**src/rtl/write_back_queue.sv**
```systemverilog
// Write-back queue merging MEM and ALU results into a single register-file write port.
// Optional operand bypass search is compiled in with `define WBQ_BYPASS_EN.
module write_back_queue #(
  parameter int WordWidth               = 32,
  parameter int Def_RegisterSelectWidth = 5,
  parameter int Depth                   = 4
) (
  input  logic                               clock,
  input  logic                               reset,
  input  logic                               in_MEMWriteEnable,
  input  logic [Def_RegisterSelectWidth-1:0] in_MEMWriteRegisterNumber,
  input  logic [WordWidth-1:0]               in_MEMWriteBus,
  input  logic                               in_ALUWriteEnable,
  input  logic [Def_RegisterSelectWidth-1:0] in_ALUWriteRegisterNumber,
  input  logic [WordWidth-1:0]               in_ALUWriteBus,
  output logic                               out_Stall,
  output logic                               out_WriteEnable,
  output logic [Def_RegisterSelectWidth-1:0] out_WriteRegisterNumber,
  output logic [WordWidth-1:0]               out_WriteBus,
  input  logic [Def_RegisterSelectWidth-1:0] in_LeftReadRegisterNumber,
  input  logic [Def_RegisterSelectWidth-1:0] in_RightReadRegisterNumber,
  output logic                               out_LeftHit,
  output logic [WordWidth-1:0]               out_LeftBus,
  output logic                               out_RightHit,
  output logic [WordWidth-1:0]               out_RightBus
);

  localparam int PtrW = $clog2(Depth);
  localparam int CntW = $clog2(Depth + 1);

  logic [Def_RegisterSelectWidth-1:0] regnum_q [Depth];
  logic [WordWidth-1:0]               data_q   [Depth];
  logic [PtrW-1:0]                    head, tail, alu_slot;
  logic [CntW-1:0]                    count, free_slots;
  logic                               mem_push, alu_push, pop;

  // Two free slots are required so a dual request never has to be split.
  assign free_slots = CntW'(Depth) - count;
  assign out_Stall  = free_slots < CntW'(2);
  assign mem_push   = in_MEMWriteEnable & ~out_Stall;
  assign alu_push   = in_ALUWriteEnable & ~out_Stall;
  assign pop        = count != '0;
  assign alu_slot   = mem_push ? tail + PtrW'(1) : tail;

  always_ff @(posedge clock) begin
    if (reset) begin
      count <= '0;
      head  <= '0;
      tail  <= '0;
    end else begin
      if (mem_push) begin
        regnum_q[tail] <= in_MEMWriteRegisterNumber;
        data_q[tail]   <= in_MEMWriteBus;
      end
      if (alu_push) begin
        regnum_q[alu_slot] <= in_ALUWriteRegisterNumber;
        data_q[alu_slot]   <= in_ALUWriteBus;
      end
      tail  <= tail + PtrW'(mem_push) + PtrW'(alu_push);
      head  <= head + PtrW'(pop);
      count <= count + CntW'(mem_push) + CntW'(alu_push) - CntW'(pop);
    end
  end

  assign out_WriteEnable         = pop;
  assign out_WriteRegisterNumber = pop ? regnum_q[head] : '0;
  assign out_WriteBus            = pop ? data_q[head] : '0;

`ifdef WBQ_BYPASS_EN
  // Walk oldest to youngest so later matches override; inputs are youngest of all.
  always_comb begin
    logic [PtrW-1:0] idx;
    out_LeftHit  = 1'b0;
    out_LeftBus  = '0;
    out_RightHit = 1'b0;
    out_RightBus = '0;
    for (int unsigned i = 0; i < Depth; i++) begin
      idx = head + PtrW'(i);
      if (CntW'(i) < count) begin
        if (regnum_q[idx] == in_LeftReadRegisterNumber) begin
          out_LeftHit = 1'b1;
          out_LeftBus = data_q[idx];
        end
        if (regnum_q[idx] == in_RightReadRegisterNumber) begin
          out_RightHit = 1'b1;
          out_RightBus = data_q[idx];
        end
      end
    end
    if (mem_push && in_MEMWriteRegisterNumber == in_LeftReadRegisterNumber) begin
      out_LeftHit = 1'b1;
      out_LeftBus = in_MEMWriteBus;
    end
    if (mem_push && in_MEMWriteRegisterNumber == in_RightReadRegisterNumber) begin
      out_RightHit = 1'b1;
      out_RightBus = in_MEMWriteBus;
    end
    if (alu_push && in_ALUWriteRegisterNumber == in_LeftReadRegisterNumber) begin
      out_LeftHit = 1'b1;
      out_LeftBus = in_ALUWriteBus;
    end
    if (alu_push && in_ALUWriteRegisterNumber == in_RightReadRegisterNumber) begin
      out_RightHit = 1'b1;
      out_RightBus = in_ALUWriteBus;
    end
  end
`else
  logic unused_read_numbers;
  assign unused_read_numbers = ^{in_LeftReadRegisterNumber, in_RightReadRegisterNumber};
  assign out_LeftHit  = 1'b0;
  assign out_LeftBus  = '0;
  assign out_RightHit = 1'b0;
  assign out_RightBus = '0;
`endif

endmodule

```
**config.mk**
```make
export PLATFORM = sky130hd
export DESIGN_NAME = write_back_queue
export DESIGN_NICKNAME = d
export VERILOG_FILES = /design/src/rtl/write_back_queue.sv
export SDC_FILE = /design/constraint.sdc
export NUM_CORES = 1
export LEC_CHECK = 0
export CAP_MARGIN = 20
export CORE_AREA = 3 3 129 131
export CTS_BUF_LIST = sky130_fd_sc_hd__clkbuf_16
export DETAILED_ROUTE_END_ITERATION = 10
export DIE_AREA = 0 0 132 134
export HOLD_SLACK_MARGIN = 0.03
export PLACE_DENSITY = 0.89
export SLEW_MARGIN = 20
export SYNTH_ARGS = -nofsm -noshare
export SYNTH_HDL_FRONTEND = slang
export SYNTH_SLANG_ARGS = --single-unit
export TNS_END_PERCENT = 50
```
**constraint.sdc**
```tcl
create_clock -name clock -period 4.4 [get_ports clock]
set_clock_uncertainty 0.2 [all_clocks]
set_input_delay 0.88 -clock clock [delete_from_list [all_inputs] [get_ports clock]]
set_output_delay 0.88 -clock clock [all_outputs]
set_load 0.05 [all_outputs]
```
# Word level (Yosys, flattened, before mapping)
# Memories as Yosys holds them, arrays and structs flattened. A register that Yosys moved wholly into a read port is not among the register bits.
# Cells that the tools add are included.
word_totals:
  mem_count: 2
  mem_bits_rw: 148
  in_bits: 88
  reg_bits: 7
op_classes:
  add_sub_neg: 8
  reduce_logical: 1
  mux: 11
  n_bitwise: 3
  n_lt_le_gt_ge: 1
mem_list:
  columns: ["name", "depth", "width", "rd", "rd_ports_with_merged_regs", "write_ports", "line_no", "text"]
  rows:
  - ["data_q", 4, 32, 1, 1, 2, "32", "logic [WordWidth-1:0] data_q [Depth];"]
  - ["regnum_q", 4, 5, 1, 1, 2, "31", "logic [Def_RegisterSelectWidth-1:0] regnum_q [Depth];"]
op_table:
  columns: ["op", "count"]
  rows:
  - ["$mux 32", 1]
  - ["$add 2x1->2", 3]
  - ["$add 3x1->3", 2]
  - ["$mux 1", 6]
  - ["$mux 2", 3]
  - ["$mux 5", 1]
  - ["$lt 3x2->1 const B", 1]
  - ["$reduce_bool 3->1", 1]
  - ["$sub 3x1->3", 1]
  - ["$sub 3x3->3 const A", 1]
  - ["$add 2x1->2 const B", 1]
  - ["$and 1x1->1", 2]
  - ["$not 1->1", 1]

# Logic depth before layout (Yosys ltp)
# Gate-level depths: netlist (run 1).
logic_depth:
  depth_word: 7
  ltp_mapped: 11
  mapped_depth_nobuf: 11

# Worst setup path before layout (run 1)
# Ideal clock, no wire load.
synth_timing:
  path_type: "flip-flop to flip-flop"
  start: "register count[0]"
  end: "memory data_q[1][0] (enable)"
  path_stages_with_launch: 11
  arrival_ns: 2.506
  slack_ns: 1.315
  path_buffers: 2
  setup_time_ns: 0.378
  cell_sequence: "dfxtp_1 > inv_1 > ha_1 > ha_1 > nand2b_2 > inv_1 > nor3_2 > nand3_1 > buf_4 > buf_6 > a21bo_2"
synth_lines:
  columns: ["element", "line_no", "text"]
  rows:
  - ["start, declared", "34", "logic [CntW-1:0] count, free_slots;"]
  - ["start signal, assigned", "61", "count <= count + CntW'(mem_push) + CntW'(alu_push) - CntW'(pop);"]
  - ["end, declared", "32", null]

==> out/results.ini, run 1 <==
[synth]
synth-main-ff-cell=edfxtp_1
synth.distinct_cells=30
yosysWarnings=0
synthArstFlopShare=0
synth.avg_cell_area_um2=16.3
synth_top_area_cell=edfxtp_1
yosys-top-cells-count=edfxtp_1, mux2_2, buf_4
synth_edf_count=148
ys_ff_latch=155
syn_inst=525
yosysMostFrequentCell=edfxtp_1
synth_top_area_share=0.519
ys_seq_area_frac=0.535
synth.cell_area_um2=8570
yosys-top-cells-area=edfxtp_1, mux4_2, mux2_2, mux2_4, buf_4

[timing]
finalCriticalPeriod_ns=3.86
fin_setup_tns_ns=0
rsz0062_at_grt=no
slew_headroom=0.479
hold_viol_final=0
setup_viol=0
tightestPinTransition_ns=0.778
drv_slew=0
fmax_mhz=259
setup_ws_ns=0.538
period_share=0.878

[finish]
area_growth_pct=20.3
fin_nets=748
multi_input_area_um2=3530
nFillCells=1077
utilization=0.656
antenna_cells=0
regArea_um2=4590
layout-drive-gt1-share=0.310

[place]
io_buffers=116
place.gp.congestion=0.759
dp_slack_ns=0.733
hpwl_mm=11.6

[worst_hold_path]
holdCritPathClass=register to register
hold_depth=2

[grt]
grtUsageTotal=0.209
gr-total-overflow=0
grt_pass1_wl_mm=27.8
grt_pass1_vias=5114
antenna_found_initial=0
grt_max_degree=24

[power]
ir_drop_mv=0.408
switching_share=0.391
power.density_nw_per_um2=660
p_leak_nw=3.79
totalPowerFinal_mw=6.80
pwr-share-comb=0.485
p_sw_mw=2.66
p_seq_frac=0.317
clkPwrFrac=0.198
internal-power_mw=4.14

[worst_setup_path]
slowest_stage=clkdlybuf4s50_1
critPathLaunchType=register
cp_num_cells=4
end_kind=output pin
crit_fanout=22
cp.arrival_ns=2.78
critical_path_class=register to output pin
worst_path_largest_cell_delay_ns=0.71
required_ns=3.32
crit_chain=buf_12 > mux4_2 > and2_1 > clkdlybuf4s50_1
cp_top_family=buffers and inverters
ff2ff_path_depth=8
cp_num_buf_inv=2

[floorplanning]
ios=193
start_util=0.545
die_x_um=132
die_h_um=134
rows=46
die_area_um2=17700
core_um2=15700

[job]
max_cap_violations=0

[drt]
drt_iter0_markers=207
wl_mm=17.9
drc=0
dr_total_vias=4731
wl_met1_mm=6.95
wl_per_cell_um=20.4
drtAntennaViolNets=0
routed-wl-met3_mm=1.09
maxUsedRoutingLayer=met4
first_pass_iters=4
avgViaCountPerCell=5.39
route.met2.wl_mm=9.60

[outcome]
status=completed

[cts]
cts_setup_buffers=0
root_buffer=clkbuf_16
cts_num_sinks=155
clk-insertion-delay-late_ns=0.43
ctsLongestPathBuffers=2
cts_tree=built
cts-buffers-inserted=17
holdBufCountCts=0
htreeDepth=4
clk_pin_slew_ns=0.06
cts_resized=0

==> worst register-to-register path, delay by kind of cell (launching register included) <==
| kind | cells | cell delay, ns |
|---|---|---|
| adders and majority gates | 2 | 0.47 |
| and+or+nand+nor | 2 | 0.39 |
| AOI/OAI and AO/OA | 1 | 0.65 |
| muxes | 1 | 0.40 |
| buffers and inverters | 2 | 0.55 |
| DFF | 1 | 0.35 |
==> cells by family (layout without fill, tap and decap cells) <==
| group | count (synthesis) | after routing | share of synthesized area |
|---|---|---|---|
| multiplexers | 185 | 185 | 0.309 |
| flip-flops | 155 | 155 | 0.535 |
| buffers and inverters | 105 | 177 | 0.0847 |
| AND/OR/NAND/NOR | 55 | 55 | 0.0400 |
| adder cells (fa/ha/maj) | 11 | 11 | 0.0187 |
| AO/OA/AOI/OAI | 8 | 8 | 0.00730 |
| XOR/XNOR | 5 | 5 | 0.00511 |
| other | 1 | 66 | 0.000438 |
==> final cells by class <==
type | count | share of cell area
clock inverter | 15 | 0.0115
tap | 216 | 0.0262
sequential | 155 | 0.445
multi-input combinational | 330 | 0.343
inverter | 10 | 0.00364
timing repair buffer | 135 | 0.129
clock buffer | 17 | 0.0413
==> per-layer routing <==
layer,vias to the layer above,track usage
met5,-,0
met4,0,0.0875
met3,32,0.0428
met2,180,0.367
met1,2414,0.252
li1,2105,-
==> power groups by stage <==
stage	logic, mW	clock network (mW)	registers, mW
final	3.29	1.34	2.16
after global routing	3.47	1.41	2.19
after detailed placement	3.31	0	2.19
after global placement	3.23	0	2.17
after CTS	3.33	1.37	2.17
after floorplan	2.40	0	2.07
==> through the flow <==
step                instance area [um2]  cells  hold slack [ns]
floorplan                          8810    590            0.327
global placement                   9760    846            0.347
detailed placement                 9760    846            0.381
CTS                               10300    878            0.386
global route                      10300    878            0.424
finish                            10300    878            0.392
==> flip-flops by register name (all words and copies together) (netlist names) <==
register / flops
count: 3
head: 2
tail: 2
data_q: 128
regnum_q: 20
==> path summary, 6_finish.rpt <==
check	from	end	slack, ns
min	tail[1]	tail[1]	0.39
max	head[0]	out_WriteBus[9]	0.54
max reg2reg	count[1]	data_q[2][4]	1.12
min reg2reg	tail[1]	tail[1]	0.39
==> placed cells by master, fill, tap and decap left out, types with 15 or more instances in the layout <==
cell and instances:
buf_4 17, edfxtp_1 148, clkbuf_16 17, mux4_2 37
mux2_1 38, mux2_2 72, mux2_4 38, and2_1 37
conb_1 66, inv_1 15, clkdlybuf4s50_1 116
No activity file was read; power rests on OpenSTA's default activity.
==> run 2, diff against run 1 <==
- CORE_AREA: 3 3 129 131 -> 3 3 135 137
- DIE_AREA: 0 0 132 134 -> 0 0 138 140
- PLACE_DENSITY: 0.89 -> 0.83
- clock period: 4.4 -> 4.5 ns (I/O delays scaled with it)
==> run 2 against run 1 <==
  * Hold slack got worse by 0.0039 ns
  * Core utilization decreased by 5.5 points
  * Count of clock-buffer cells in the layout unchanged
  * Global-route usage decreased by 2.4 points
  * Non-clock buffer count decreased by 6
  * Critical path depth unchanged
  * Clock power about the same
  * First-iteration DRC count increased by 83%
  * Wire length increased by 0.30%
  * Sequential share of layout area decreased by 0.057 points
  * Combinational power decreased by 2%
  * Largest cell class unchanged
==> out/results.ini, run 2 (synthesis gave the netlist of run 1 again) <==
[power]
ir_drop_mv=0.763
p_sw_mw=2.63
switching_share=0.396
p_leak_nw=3.74
p_seq_frac=0.314
clkPwrFrac=0.200
power.density_nw_per_um2=643
totalPowerFinal_mw=6.63
internal-power_mw=4.00
pwr-share-comb=0.486

[grt]
grt_max_degree=40
grt_pass1_wl_mm=27.3
grtUsageTotal=0.185
antenna_found_initial=0
grt_pass1_vias=5064
gr-total-overflow=0

[drt]
dr_total_vias=4637
drtAntennaViolNets=0
wl_mm=18.0
drc=0
avgViaCountPerCell=5.26
drt_iter0_markers=379
wl_per_cell_um=20.4
first_pass_iters=4

[worst_setup_path]
critical_path_class=register to output pin
slowest_stage=clkdlybuf4s50_1
required_ns=3.40
cp_num_buf_inv=2
worst_path_largest_cell_delay_ns=0.71
crit_chain=buf_12 > mux4_2 > and2_1 > clkdlybuf4s50_1
cp.arrival_ns=2.86
critPathLaunchType=register
end_kind=output pin
cp_top_family=buffers and inverters
crit_fanout=26

[cts]
htreeDepth=4
ctsLongestPathBuffers=2
cts_tree=built
cts_num_sinks=155
clk_pin_slew_ns=0.06
cts_resized=0
clk-insertion-delay-late_ns=0.41
holdBufCountCts=0
cts-buffers-inserted=17
root_buffer=clkbuf_16
cts_setup_buffers=0

[floorplanning]
core_um2=17200
rows=48
die_h_um=140
die_area_um2=19300
start_util=0.499
ios=193
die_x_um=138

[finish]
final_cell_mix=edfxtp_1, clkdlybuf4s50_1, mux2_2
final_area_um2=10300
stdcell_count=881
area_growth_pct=20.4
antenna_cells=0
layout-drive-gt1-share=0.308
utilization=0.600
largest_register_ffs=128
fin_nets=742
reg_top3=data_q (128), regnum_q (20), count (3)
regMostFlops=data_q
final_common_cell=edfxtp_1

[place]
dp.cells=849
io_buffers=116
dp_slack_ns=0.931
hpwl_mm=11.2
place.gp.congestion=0.805
dpl_cell_area_um2=9760

[timing]
tightestPinTransition_ns=0.719
fmax_mhz=253
setup_viol=0
drv_slew=0
finalCriticalPeriod_ns=3.96
rsz0062_at_grt=no
hold_viol_final=0
fin_setup_tns_ns=0
fin_worst_hold_slack_ns=0.388
period_share=0.880
slew_headroom=0.521
setup_ws_ns=0.540

[outcome]
status=completed

[job]
max_cap_violations=0

[worst_hold_path]
holdCritPathClass=register to register

-- run 2: cell count changes in the layout (fill, tap and decap cells not counted), sizes merged --
cell and change:
bufinv -1, clkinvlp +2, inv -3, buf -6, clkinv +2
-- run 2: path summary, 6_finish.rpt --
kind	cells after the start	slack, ns	endpoint	start
hold / removal	2	0.39	tail[1]	tail[1]
setup / recovery	4	0.54	out_WriteRegisterNumber[1]	head[0]
hold reg to reg	2	0.39	tail[1]	tail[1]
setup reg to reg	10	1.52	data_q[0][15]	count[0]
-- run 2: final cells by class --
cell class,instances,area (um2)
Clock buffer,17,425
Clock inverter,15,125
Fill cell,1296,6870
Inverter,10,37.5
Multi-Input combinational cell,330,3530
Sequential cell,155,4590
Tap cell,225,282
Timing Repair Buffer,129,1320
-- run 2: tightest hold or removal path, stage by stage (launching register included) --
cell and delay [ns]:
dfxtp_1 0.35, xor2_1 0.14, nor2_1 0.05
-- run 2: metal layers --
metal / wire length, um / global-route usage / vias up
li1: - / - / 2104
met1: 7240 / 0.222 / 2366
met2: 9620 / 0.334 / 148
met3: 913 / 0.0376 / 19
met4: 226 / 0.0582 / 0
met5: 0 / 0 / -
-- run 2: power groups by stage --
stage                     Clock (mW)  Combinational (mW)  Sequential [mW]
final                           1.33                3.22             2.08
after global routing            1.40                3.40             2.11
after CTS                       1.35                3.25             2.09
after detailed placement           0                3.23             2.12
after global placement             0                3.18             2.10
after floorplan                    0                2.35             2.03
==> run 3, diff against run 2 <==
- CTS_BUF_LIST: sky130_fd_sc_hd__clkbuf_16 -> default
- HOLD_SLACK_MARGIN: 0.03 -> 0.15
==> results of run 3 <==
Same layout as run 2: the final DEF is identical, and so are final timing and power.
==> variant: new RTL, flow settings as in run 2 <==
The parameter `Def_RegisterSelectWidth` goes from 5 to 6.
--- a/src/rtl/write_back_queue.sv
+++ b/src/rtl/write_back_queue.sv
@@ -2,7 +2,7 @@
 // Optional operand bypass search is compiled in with `define WBQ_BYPASS_EN.
 module write_back_queue #(
   parameter int WordWidth               = 32,
-  parameter int Def_RegisterSelectWidth = 5,
+  parameter int Def_RegisterSelectWidth = 6,
   parameter int Depth                   = 4
 ) (
   input  logic                               clock,
Interface: changed (5 resized); port bits go from 193 to 198. The function was not compared with the original's and may differ.
==> variant against run 2 <==
Power is 3.9% higher; area after synthesis grew 0.69%; wire length shrank 1.0%; sequential cell count rose by 4; synthesized cell count is 1.9% higher; hold slack improved by 0.0012 ns; critical path depth unchanged; setup slack better by 0.016 ns; design area increased by 1.8%; die area is the same; critical path type unchanged.
==> variant: results (changes against run 2) <==
* R2R Setup Slk at 1.54 ns (+0.02 ns)
* Final HPWL DP at 11200 um (+0.23%)
* Max VDD drop at 0.000505 V (-34%)
* P_sw at 2.62 mW (-0.19%)
* Vias in the first global route at 5224 (+3.2%)
* Fin nets at 761 (+2.6%)
* Crit Path Max Fanout at 23 (-12%)
* Dpl ws at 0.912 ns (-0.0191 ns)
* PortBufs at 119 (+2.6%)
* Static Leak at 3.70 nW (-1.2%)
* Slew @ Worst Pin at 0.697 ns (-0.0215 ns)
* First-pass detailed-route iteration total at 5 (+1)
* Mean Syn Cell Area at 16.1 um2 (-1.2%)
* Post-synth top cells: edfxtp_1, mux2_2, buf_4
* RR Startpoint: count[1]$_SDFF_PP0_
* FF-to-FF path depth at 9 (-1)
* Dpl cells at 864 (+1.8%)
* Critical Path AT at 2.84 ns (-0.02 ns)
* Routing usage on met2 at 34.2% (+0.80 points)
* Total Routing Usage GR at 19.0% (+0.50 points)
* Via count at 4785 (+3.2%)
* Share of layout cells above drive strength 1 at 33.7% (+2.9 points)
* Wirelength, routed at 17800 um (-1.0%)
* Status: finished, final reports clean
* Synth top area cells: edfxtp_1, mux2_2, mux4_2
* Final std cells w/o fill at 895 (+1.6%)
* Worst R2R End: data_q[0][7]$_DFFE_PP_
* Post-synthesis sequential area ratio at 54.5% (+1.0 points)
* M1 GR Usage at 22.3% (+0.036 points)
* First-pass GRT wire length at 27900 um (+2.0%)
[variant: power by group through the flow]
stage	clock network (mW)	logic, mW	registers [mW]
floorplan	0	2.36	2.08
global placement	0	3.19	2.18
detailed placement	0	3.22	2.21
CTS	1.54	3.24	2.18
global route	1.61	3.38	2.20
finish	1.52	3.20	2.16
[variant: worst register-to-register path, delay by kind of cell, from the launching register on]
| family | cells | cell delay [ns] |
|---|---|---|
| muxes | 1 | 0.34 |
| and+or+nand+nor | 3 | 0.80 |
| adders and majority gates | 2 | 0.46 |
| buffers and inverters | 3 | 0.56 |
| DFF | 1 | 0.35 |
[variant: how the worst max path moves through the flow]
| stage | startpoint | to | slack [ns] | cells after the start |
|---|---|---|---|---|
| after floorplan | count[0]$_SDFF_PP0_ | data_q[1][0]$_DFFE_PP_ | 1.40 | 10 |
| final | head[0]$_SDFF_PP0_ | out_WriteBus[8] | 0.56 | 4 |
| after global placement | reset | data_q[0][7]$_DFFE_PP_ | 0.93 | 6 |
| after global routing | head[0]$_SDFF_PP0_ | out_WriteBus[8] | 0.39 | 4 |
| after CTS | head[0]$_SDFF_PP0_ | out_WriteBus[8] | 0.47 | 4 |
| after detailed placement | reset | data_q[0][16]$_DFFE_PP_ | 0.91 | 6 |
[variant: cell families (layout without fill, tap and decap cells)]
group           count (synthesis)  count (layout)  synth area share (%)
other cells                     1              66                0.0435
fa+ha+maj                      11              11                  1.86
buf+inv                       105             175                  8.24
simple gates                   56              56                  3.96
xor+xnor                        5               5                 0.508
mux                           190             190                  30.1
compound gates                  8               8                 0.725
flops                         159             159                  54.5
[variant: final cells by class]
class,instances,area (um2)
clock inverters,14,198
well taps,225,282
flip-flops and latches,159,4710
repair buffers,134,1350
fillers,1260,6690
multi-input cells,336,3490
clock buffers,17,425
inverters,10,37.5
